File: src/rtl/layer_pkg.sv
// Shared definitions for the inter-layer vector buffer: default word width,
// the signed word type and the counter-width helper.
package layer_pkg;

    localparam int WIDTH_DEF = 16;

    typedef logic signed [WIDTH_DEF-1:0] word_t;

    // Width of a counter that must hold 0..n-1; never narrower than one bit
    // so that VEC=1 or REPEAT=1 still yields a legal register.
    function automatic int idx_w(input int n);
        return (n <= 1) ? 1 : $clog2(n);
    endfunction

endpackage

File: src/rtl/vec_bank_rf.sv
// Two-bank vector storage: one synchronous write port, one combinational
// read port. Storage is deliberately not reset; validity is tracked by the
// full flags in the controller.
module vec_bank_rf
    import layer_pkg::*;
#(
    parameter int WIDTH = WIDTH_DEF,
    parameter int VEC   = 8,
    parameter int IW    = idx_w(VEC)
) (
    input  logic             clk,
    input  logic             i_we,
    input  logic             i_wr_bank,
    input  logic [IW-1:0]    i_wr_idx,
    input  logic [WIDTH-1:0] i_wr_data,
    input  logic             i_rd_bank,
    input  logic [IW-1:0]    i_rd_idx,
    output logic [WIDTH-1:0] o_rd_data
);

    logic [WIDTH-1:0] r_mem [0:1][0:VEC-1];

    // Capture one word into the selected bank/slot on an accepted write.
    always_ff @(posedge clk) begin
        if (i_we) begin
            r_mem[i_wr_bank][i_wr_idx] <= i_wr_data;
        end
    end

    assign o_rd_data = r_mem[i_rd_bank][i_rd_idx];

endmodule

File: src/rtl/layer_vec_pingpong.sv
// Ping-pong inter-layer vector buffer. One bank collects the next VEC-word
// vector from the producing layer while the other bank replays its stored
// vector REPEAT times to the consuming layer. All pointer, full-flag and
// replay control lives here; storage is in vec_bank_rf.
module layer_vec_pingpong
    import layer_pkg::*;
#(
    parameter int WIDTH  = WIDTH_DEF,
    parameter int VEC    = 8,
    parameter int REPEAT = 1
) (
    input  logic                    clk,
    input  logic                    reset,
    input  logic                    s_valid,
    output logic                    s_ready,
    input  logic signed [WIDTH-1:0] data_in,
    output logic                    m_valid,
    input  logic                    m_ready,
    output logic signed [WIDTH-1:0] data_out,
    output logic                    vec_done
);

    localparam int IW = idx_w(VEC);
    localparam int RW = idx_w(REPEAT);

    // Explicit terminal compares so non-power-of-two VEC/REPEAT wrap correctly.
    localparam logic [IW-1:0] LAST_IDX = IW'(VEC - 1);
    localparam logic [RW-1:0] LAST_REP = RW'(REPEAT - 1);

    logic [1:0]    r_full;
    logic          r_wr_bank;
    logic [IW-1:0] r_wr_idx;
    logic          r_rd_bank;
    logic [IW-1:0] r_rd_idx;
    logic [RW-1:0] r_rep_cnt;
    logic          r_vec_done;

    logic             w_s_ready;
    logic             w_m_valid;
    logic             w_wr_fire;
    logic             w_rd_fire;
    logic             w_wr_last;
    logic             w_rd_idx_last;
    logic             w_rd_rep_last;
    logic             w_rd_release;
    logic [1:0]       w_full_set;
    logic [1:0]       w_full_clr;
    logic [1:0]       w_full_nxt;
    logic [WIDTH-1:0] w_rd_data;

    // Ready is held low while reset is asserted so nothing is accepted then.
    assign w_s_ready = reset & ~r_full[r_wr_bank];
    assign w_m_valid = r_full[r_rd_bank];

    assign w_wr_fire     = s_valid & w_s_ready;
    assign w_rd_fire     = w_m_valid & m_ready;
    assign w_wr_last     = (r_wr_idx == LAST_IDX);
    assign w_rd_idx_last = (r_rd_idx == LAST_IDX);
    assign w_rd_rep_last = (r_rep_cnt == LAST_REP);
    assign w_rd_release  = w_rd_fire & w_rd_idx_last & w_rd_rep_last;

    // Full-flag update: set on the write bank when its last word lands, clear
    // on the read bank after its final replay. The two can only ever target
    // opposite banks, so applying both together is safe.
    always_comb begin
        w_full_set = 2'b00;
        w_full_clr = 2'b00;
        if (w_wr_fire && w_wr_last) begin
            w_full_set[r_wr_bank] = 1'b1;
        end
        if (w_rd_release) begin
            w_full_clr[r_rd_bank] = 1'b1;
        end
        w_full_nxt = (r_full | w_full_set) & ~w_full_clr;
    end

    // Bank full flags.
    always_ff @(posedge clk or negedge reset) begin
        if (!reset) begin
            r_full <= 2'b00;
        end else begin
            r_full <= w_full_nxt;
        end
    end

    // Write pointer: advance per accepted word, flip bank after the last slot.
    always_ff @(posedge clk or negedge reset) begin
        if (!reset) begin
            r_wr_bank <= 1'b0;
            r_wr_idx  <= '0;
        end else if (w_wr_fire) begin
            if (w_wr_last) begin
                r_wr_bank <= ~r_wr_bank;
                r_wr_idx  <= '0;
            end else begin
                r_wr_idx  <= r_wr_idx + IW'(1);
            end
        end
    end

    // Read pointer and replay counter: walk the vector, restart it until the
    // replay budget is spent, then hand the bank back to the write side.
    always_ff @(posedge clk or negedge reset) begin
        if (!reset) begin
            r_rd_bank <= 1'b0;
            r_rd_idx  <= '0;
            r_rep_cnt <= '0;
        end else if (w_rd_fire) begin
            if (!w_rd_idx_last) begin
                r_rd_idx  <= r_rd_idx + IW'(1);
            end else if (!w_rd_rep_last) begin
                r_rd_idx  <= '0;
                r_rep_cnt <= r_rep_cnt + RW'(1);
            end else begin
                r_rd_bank <= ~r_rd_bank;
                r_rd_idx  <= '0;
                r_rep_cnt <= '0;
            end
        end
    end

    // One-cycle completion pulse, registered after the final handshake.
    always_ff @(posedge clk or negedge reset) begin
        if (!reset) begin
            r_vec_done <= 1'b0;
        end else begin
            r_vec_done <= w_rd_release;
        end
    end

    vec_bank_rf #(
        .WIDTH (WIDTH),
        .VEC   (VEC),
        .IW    (IW)
    ) u_bank_rf (
        .clk       (clk),
        .i_we      (w_wr_fire),
        .i_wr_bank (r_wr_bank),
        .i_wr_idx  (r_wr_idx),
        .i_wr_data (data_in),
        .i_rd_bank (r_rd_bank),
        .i_rd_idx  (r_rd_idx),
        .o_rd_data (w_rd_data)
    );

    assign s_ready  = w_s_ready;
    assign m_valid  = w_m_valid;
    assign data_out = w_m_valid ? $signed(w_rd_data) : '0;
    assign vec_done = r_vec_done;

endmodule
File: config.mk
export PLATFORM = sky130hd
export DESIGN_NAME = layer_vec_pingpong
export DESIGN_NICKNAME = d
export VERILOG_FILES = /design/src/rtl/layer_pkg.sv /design/src/rtl/vec_bank_rf.sv /design/src/rtl/layer_vec_pingpong.sv
export SDC_FILE = /design/constraint.sdc
export NUM_CORES = 1
export LEC_CHECK = 0
export ABC_CLOCK_PERIOD_IN_PS = 3400
export CAP_MARGIN = 20
export CORE_MARGIN = 8
export CORE_UTILIZATION = 30
export DETAILED_ROUTE_END_ITERATION = 12
export PLACE_DENSITY = 0.48
export SLEW_MARGIN = 20
export SYNTH_ARGS = -nofsm -noshare
export SYNTH_HDL_FRONTEND = slang
export SYNTH_SLANG_ARGS = --single-unit
File: constraint.sdc
create_clock -name clk -period 3.4 [get_ports clk]
set_input_delay 0.51 -clock clk [delete_from_list [all_inputs] [get_ports clk]]
set_output_delay 0.51 -clock clk [all_outputs]
set_load 0.005 [all_outputs]
* After elaboration in Yosys (flattened, before gate mapping)
Memories as Yosys holds them, arrays and structs flattened.
Cells that the tools add are included.
** Cells by class
- Bitwise operators :: 14
- Div/mod/pow operators :: 0
- Magnitude comparators :: 7
- Shift-type cells :: 0
- Reductions and logical operators :: 7
- Muxes and demuxes :: 21
- Add/subtract/negate cells :: 3
- Equality and inequality tests :: 2
- $mul :: 0
** Operator list (number)
- $mux W128 :: 1
- $mux W16 :: 4
- $bmux W16 S3 :: 1
- $demux W16 S3 :: 1
- $ge A4 B4 Y1 const B :: 2
- $mux W1 :: 8
- $not A3 Y4 :: 2
- $add A3 B1 Y3 const B :: 2
- $eq A3 B3 Y1 const B :: 2
- $mux W3 :: 2
- $and A1 B1 Y1 :: 5
- $logic_and A1 B1 Y1 :: 4
- $lt A1 B2 Y1 const B :: 2
- $lt A4 B1 Y1 const B :: 1
- $mux W2 :: 2
- $not A1 Y1 :: 4
- $reduce_and A2 Y1 :: 2
- $reduce_and A3 Y1 :: 1
- $and A2 B2 Y2 :: 1
- $demux W1 S1 :: 2
- $ge A1 B1 Y1 const B :: 2
- $not A2 Y2 :: 1
- $or A2 B2 Y2 :: 1
- $add A1 B1 Y1 const B :: 1
** Storage, ports and cells
- Logic and storage cells :: 62
- Bits in read-only memories :: 0
- Memories :: 1
- Memory bits (writable) :: 256
- Bits in latches :: 0
- Input port bits :: 20
- Output and inout port bits :: 19
- Flip-flop bits (word level) :: 12
** Memories
- u_bank_rf.r_mem :: depth 2, width 128, read ports 1, clocked after Yosys merged registers in 0, wr ports 1, line vec_bank_rf.sv:21 : logic [WIDTH-1:0] r_mem [0:1][0:VEC-1];

* Depth between registers and ports, before layout
- Depth after elaboration :: 9
- Depth in mapped cells :: 7
- Mapped depth without buffers :: 5

* Modules after synthesis
Synthesis repeated with hierarchy kept, for this count alone.
** Unflattened totals
- Cell total of the unflattened synthesis :: 482
- Area, all modules :: 10401.2 sq um
** By module, submodules not included
- vec_bank_rf :: area an instance 9743.1 sq um, instances 1, cells an instance 421, seq. area each 7687.4 sq um
- layer_vec_pingpong :: area an instance 658.1 sq um, instances 1, cells an instance 61, seq. area each 275.3 sq um

* Worst setup path after synthesis
OpenSTA, ideal clock, no wires.
- Path kind :: register to register
- From :: register r_full[1]
- To :: memory u_bank_rf.r_mem[0][112] (netlist bit) (enable)
- Data arrival time :: 2.272 ns
- Path buffers :: 0
- Stages on the path, launching flop included :: 5
- Library setup time :: 0.409 ns
- Slack :: 0.719 ns
- Period minus slack after synthesis :: 2.681 ns
- Data required time :: 2.991 ns
- Cell sequence :: dfrtp_1 -> mux2i_1 -> nand3_1 -> or3_1 -> nor3_1
** Between the ends
- Longest elaborated chain between the ends :: 7
** Ends and longest elaborated chain
- from (decl) :: line layer_vec_pingpong.sv:30 : logic [1:0] r_full;
- from (signal assigned) :: line layer_vec_pingpong.sv:82 : r_full <= w_full_nxt;
- $mux W1 (implied by the code) (2 in a row) :: line layer_vec_pingpong.sv:52 : assign w_s_ready = reset & ~r_full[r_wr_bank];
- $not A1 Y1 :: line layer_vec_pingpong.sv:52
- $and A1 B1 Y1 :: line layer_vec_pingpong.sv:52
- $and A1 B1 Y1 :: line layer_vec_pingpong.sv:55 : assign w_wr_fire = s_valid & w_s_ready;
- $mux W1 :: line vec_bank_rf.sv:25 : if (i_we) begin
- $mux W128 (implied by the code) :: line vec_bank_rf.sv:26 : r_mem[i_wr_bank][i_wr_idx] <= i_wr_data;
- to (decl) :: line vec_bank_rf.sv:21
No other way between the ends. The select of a mux whose other input is x is not followed.

* Worst setup path in the final report
- From :: register r_rd_bank
- To :: output data_out[6]
** Between the ends
- Longest elaborated chain between the ends :: 5
- Elaborated cells on any way between the ends :: 7
- Those cells by class :: 6 x mux; 1 x memory
** Ends and longest elaborated chain
- from (decl) :: line layer_vec_pingpong.sv:33 : logic r_rd_bank;
- from (signal assigned) :: line layer_vec_pingpong.sv:115 : r_rd_bank <= ~r_rd_bank;
- $mem_v2 Z2 W128
- $bmux W16 S3 :: line vec_bank_rf.sv:30 : assign o_rd_data = r_mem[i_rd_bank][i_rd_idx];
- $mux W16 (implied by the code) (2 in a row) :: line vec_bank_rf.sv:30
- $mux W16 (*) :: line layer_vec_pingpong.sv:148 : assign data_out = w_m_valid ? $signed(w_rd_data) : '0;
- to (decl) :: line layer_vec_pingpong.sv:19 : output logic signed [WIDTH-1:0] data_out,
Every way passes the cells marked *; elsewhere a longest branch is shown, timed or not. The select of a mux whose other input is x is not followed.

==> impl_metrics.sql <==
INSERT INTO impl_metrics (metric_group, metric, value, unit) VALUES
('status', 'outcome', 'finished clean', ''),
('placement', 'placed_cells', '1009', ''),
('critical_path', 'critPathMostFrequentCell', 'sky130_fd_sc_hd__buf_6', ''),
('grt', 'grt_pass1_vias', '5607', ''),
('clock_tree', 'h-tree-depth', '1', ''),
('finish', 'antenna_cells_inserted', '0', ''),
('sta', 'hold_viol_final', '0', ''),
('critical_path', 'startpoint_type', 'flop', ''),
('floorplanning', 'die_y', '202', 'µm'),
('detailed_routing', 'drt-wirelength-per-cell', '23.4', 'µm'),
('sta', 'fin_worst_skew', '0.0249', 'ns'),
('critical_path', 'r2r.worst_path.cells', '5', ''),
('finish', 'final_cells', '1067', ''),
('synthesis', 'yosys.area.top_type_share', '0.738', ''),
('pwr', 'power.ir.vdd_worst', '0.325', 'mV'),
('pwr', 'power_frac_comb', '0.229', ''),
('critical_path', 'timing.critical_path.max_delay_family', 'buffers and inverters', ''),
('clock_tree', 'worstSkewPairLatency', '0.53', 'ns'),
('pwr', 'p_sw_frac', '0.264', ''),
('synthesis', 'yosys-top-cells-area', 'sky130_fd_sc_hd__edfxtp_1, sky130_fd_sc_hd__mux4_2, sky130_fd_sc_hd__mux2i_1', ''),
('synthesis', 'synth-async-reset-ratio', '0.0412', ''),
('placement', 'port-buffer-count', '38', ''),
('floorplanning', 'initial_utilization', '0.303', ''),
('floorplanning', 'die_w', '202', 'µm'),
('synthesis', 'avgSynthCellArea', '20.9', 'µm²'),
('critical_path', 'path_cells', 'mux2_4 > nor2b_4 > buf_6 > nor2b_1 > buf_6 > a221o_1 > clkdlybuf4s50_1', ''),
('grt', 'grt_start_max_net_pins', '21', ''),
('critical_path', 'timing.critical_path.fanout_max', '11', ''),
('finish', 'area.growth.synth_to_final', '22.0', '%'),
('placement', 'setup_slack_placement', '0.375', 'ns'),
('pwr', 'p_leak', '4.27', 'nW'),
('clock_tree', 'inserted_clock_buffers', '27', ''),
('detailed_routing', 'vias', '5199', ''),
('grt', 'antenna_found_initial', '0', ''),
('floorplanning', 'die_ar', '41000', 'µm²'),
('sta', 'timing.final.ws_setup', '0.0455', 'ns'),
('grt', 'global_route.overflow_total', '0', ''),
('floorplanning', 'io_pins', '39', ''),
('placement', 'gp_routability_congestion', '0.713', ''),
('pwr', 'p_seq_frac', '0.448', ''),
('synthesis', 'netlist_instances', '499', ''),
('finish', 'postLayoutCellArea', '12700', 'µm²'),
('critical_path', 'worst_r2r_startpoint', 'r_wr_bank', ''),
('clock_tree', 'clk_root_buffer_cell', 'sky130_fd_sc_hd__clkbuf_16', ''),
('floorplanning', 'design.core.area', '34400', 'µm²'),
('clock_tree', 'max-clock-path-buffers', '3', ''),
('critical_path', 'worstSetupPathDepth', '7', ''),
('detailed_routing', 'drc_errors', '0', ''),
('synthesis', 'synth_seq_area_share', '0.764', ''),
('synthesis', 'synth_edf_count', '256', ''),
('sta', 'worst_slew_pin_slew', '0.592', 'ns'),
('grt', 'grt_first_pass_wirelength', '36.8', 'mm'),
('placement', 'post_dp_cell_area', '11700', 'µm²'),
('detailed_routing', 'detail_route.first_pass.iterations', '5', ''),
('synthesis', 'synth.net_count', '523', ''),
('sta', 'rsz0062_at_grt', 'true', ''),
('finish', 'fin_nets', '616', ''),
('finish', 'post_route_cells_drive_above_1_share', '0.268', ''),
('critical_path', 'worst-endpoint-arrival', '2.84', 'ns'),
('detailed_routing', 'routed_wl', '25.0', 'mm'),
('synthesis', 'synth_area_leader_cell', 'sky130_fd_sc_hd__edfxtp_1', ''),
('sta', 'setup_viol_count_final', '0', ''),
('critical_path', 'startpoint', 'r_rd_bank', ''),
('critical_path', 'critPathRequiredTime', '2.89', 'ns'),
('critical_path', 'ff2ff_setup_slack', '0.79', 'ns'),
('critical_path', 'critPathMaxStageDelay', '0.56', 'ns'),
('pwr', 'pwr-share-clk', '0.323', ''),
('detailed_routing', 'postRouteAntennaNets', '0', ''),
('clock_tree', 'cts.clk_slew.worst_paths', '0.06', 'ns'),
('job', 'timing.max_cap.violations', '0', ''),
('critical_path', 'setup.worst_path.class', 'flop to output port', '');
-- registers in the layout (all words and copies together) (netlist names) --
name and flops:
u_bank_rf.r_mem 256, r_full 2, r_wr_bank 1, r_rd_idx 3, r_wr_idx 3, vec_done 1
r_rd_bank 1
-- worst min path at each step --
stage	cells after the start	start	endpoint	slack [ns]
detailed placement	1	r_full[1]	r_rd_bank	0.51
global route	1	reset	r_wr_idx[0]	0.22
global placement	1	r_full[1]	r_full[1]	0.52
floorplan	0	reset	r_full[0]	0.21
CTS	1	reset	r_wr_idx[2]	0.21
finish	1	reset	r_wr_idx[0]	0.23
-- cells by family after synthesis --
family                   after synthesis  synth area share
AO/OA/AOI/OAI                         55            0.0437
buffers and inverters                 28            0.0145
adder cells (fa/ha/maj)                4           0.00480
multiplexers                          85             0.141
XOR/XNOR                               1          0.000841
flip-flops                           267             0.764
AND/OR/NAND/NOR                       59            0.0306
-- power by group through the flow --
stage	Sequential, mW	Combinational, mW	Clock [mW]
floorplan	3.91	1.19	0
global placement	4.03	1.91	0
detailed placement	4.04	1.94	0
CTS	3.95	2.02	2.90
global route	3.95	2.17	3.01
finish	3.94	2.02	2.84
-- final cells by class --
| class | count | area (µm²) |
|---|---|---|
| flip-flops and latches | 267 | 7970 |
| fillers | 3163 | 21700 |
| well taps | 455 | 569 |
| multi-input cells | 204 | 2360 |
| clock buffers | 34 | 702 |
| clock inverters | 15 | 145 |
| repair buffers | 92 | 970 |
-- cell usage in the layout, fill, tap and decap left out, types with 3 or more instances in the layout --
master / netlist / layout
sky130_fd_sc_hd__a221o_1: 15 / 15
sky130_fd_sc_hd__a22o_1: 16 / 16
sky130_fd_sc_hd__a22oi_1: 15 / 15
sky130_fd_sc_hd__and2_1: 3 / 3
sky130_fd_sc_hd__and3_1: 18 / 18
sky130_fd_sc_hd__buf_12: 0 / 9
sky130_fd_sc_hd__buf_4: 2 / 38
sky130_fd_sc_hd__buf_6: 3 / 4
sky130_fd_sc_hd__bufinv_16: 0 / 3
sky130_fd_sc_hd__clkbuf_1: 8 / 7
sky130_fd_sc_hd__clkbuf_16: 0 / 27
sky130_fd_sc_hd__clkdlybuf4s50_1: 0 / 27
sky130_fd_sc_hd__clkinv_1: 0 / 7
sky130_fd_sc_hd__clkinv_2: 0 / 4
sky130_fd_sc_hd__dfrtp_1: 11 / 8
sky130_fd_sc_hd__dlygate4sd2_1: 0 / 5
sky130_fd_sc_hd__dlymetal6s2s_1: 0 / 6
sky130_fd_sc_hd__edfxtp_1: 256 / 256
sky130_fd_sc_hd__ha_1: 4 / 4
sky130_fd_sc_hd__mux2_2: 4 / 4
sky130_fd_sc_hd__mux2i_1: 31 / 31
sky130_fd_sc_hd__mux4_2: 49 / 49
sky130_fd_sc_hd__nand2_1: 8 / 8
sky130_fd_sc_hd__nand2b_1: 3 / 3
sky130_fd_sc_hd__nor2_2: 0 / 12
sky130_fd_sc_hd__nor3_2: 0 / 4
sky130_fd_sc_hd__o21ai_0: 3 / 3
-- layer usage --
metal / wire length (µm) / share of wire / GRT usage
met5: 0 / 0 / 0
met2: 12800 / 0.51 / 0.212
met3: 985 / 0.039 / 0.0186
met4: 302 / 0.012 / 0.0264
met1: 11000 / 0.44 / 0.155
-- timing repair --
| item | CTS | global route |
|---|---|---|
| cloned | 1 | 0 |
| setup endpoints to repair | 14 | 10 |
| pin swaps | 1 | 0 |
| gates resized for setup | 13 | 9 |
| hold endpoints to repair | 0 | 0 |
| buffers inserted | 2 | 6 |
| hold buffers | 0 | 0 |
-- metrics by stage --
step | TNS, ns | utilization | total power, mW
floorplan | 0 | - | 5.10
finish | 0 | 0.370 | 8.79
CTS | -0.0172 | 0.368 | 8.87
global route | -0.0323 | 0.370 | 9.13
global placement | 0 | 0.341 | 5.93
detailed placement | 0 | 0.341 | 5.98
-- synth_stat cells, types with 2 or more instances --
master / number
sky130_fd_sc_hd__a21oi_1: 2
sky130_fd_sc_hd__nand2_1: 8
sky130_fd_sc_hd__o21ai_0: 3
sky130_fd_sc_hd__buf_2: 13
sky130_fd_sc_hd__a221o_1: 15
sky130_fd_sc_hd__clkbuf_1: 8
sky130_fd_sc_hd__and3_1: 18
sky130_fd_sc_hd__a31oi_1: 2
sky130_fd_sc_hd__edfxtp_1: 256
sky130_fd_sc_hd__a21o_1: 2
sky130_fd_sc_hd__nor2b_1: 3
sky130_fd_sc_hd__a22o_1: 16
sky130_fd_sc_hd__mux4_2: 49
sky130_fd_sc_hd__mux2i_1: 31
sky130_fd_sc_hd__nor3_1: 6
sky130_fd_sc_hd__dfrtp_1: 11
sky130_fd_sc_hd__buf_4: 2
sky130_fd_sc_hd__nand3_1: 2
sky130_fd_sc_hd__a22oi_1: 15
sky130_fd_sc_hd__ha_1: 4
sky130_fd_sc_hd__and2_1: 3
sky130_fd_sc_hd__nand2b_1: 3
sky130_fd_sc_hd__buf_1: 2
sky130_fd_sc_hd__nand3b_1: 2
sky130_fd_sc_hd__mux2_2: 4
sky130_fd_sc_hd__nor2_1: 12
sky130_fd_sc_hd__buf_6: 3
Note: power is estimated with default switching activity, not from simulation.
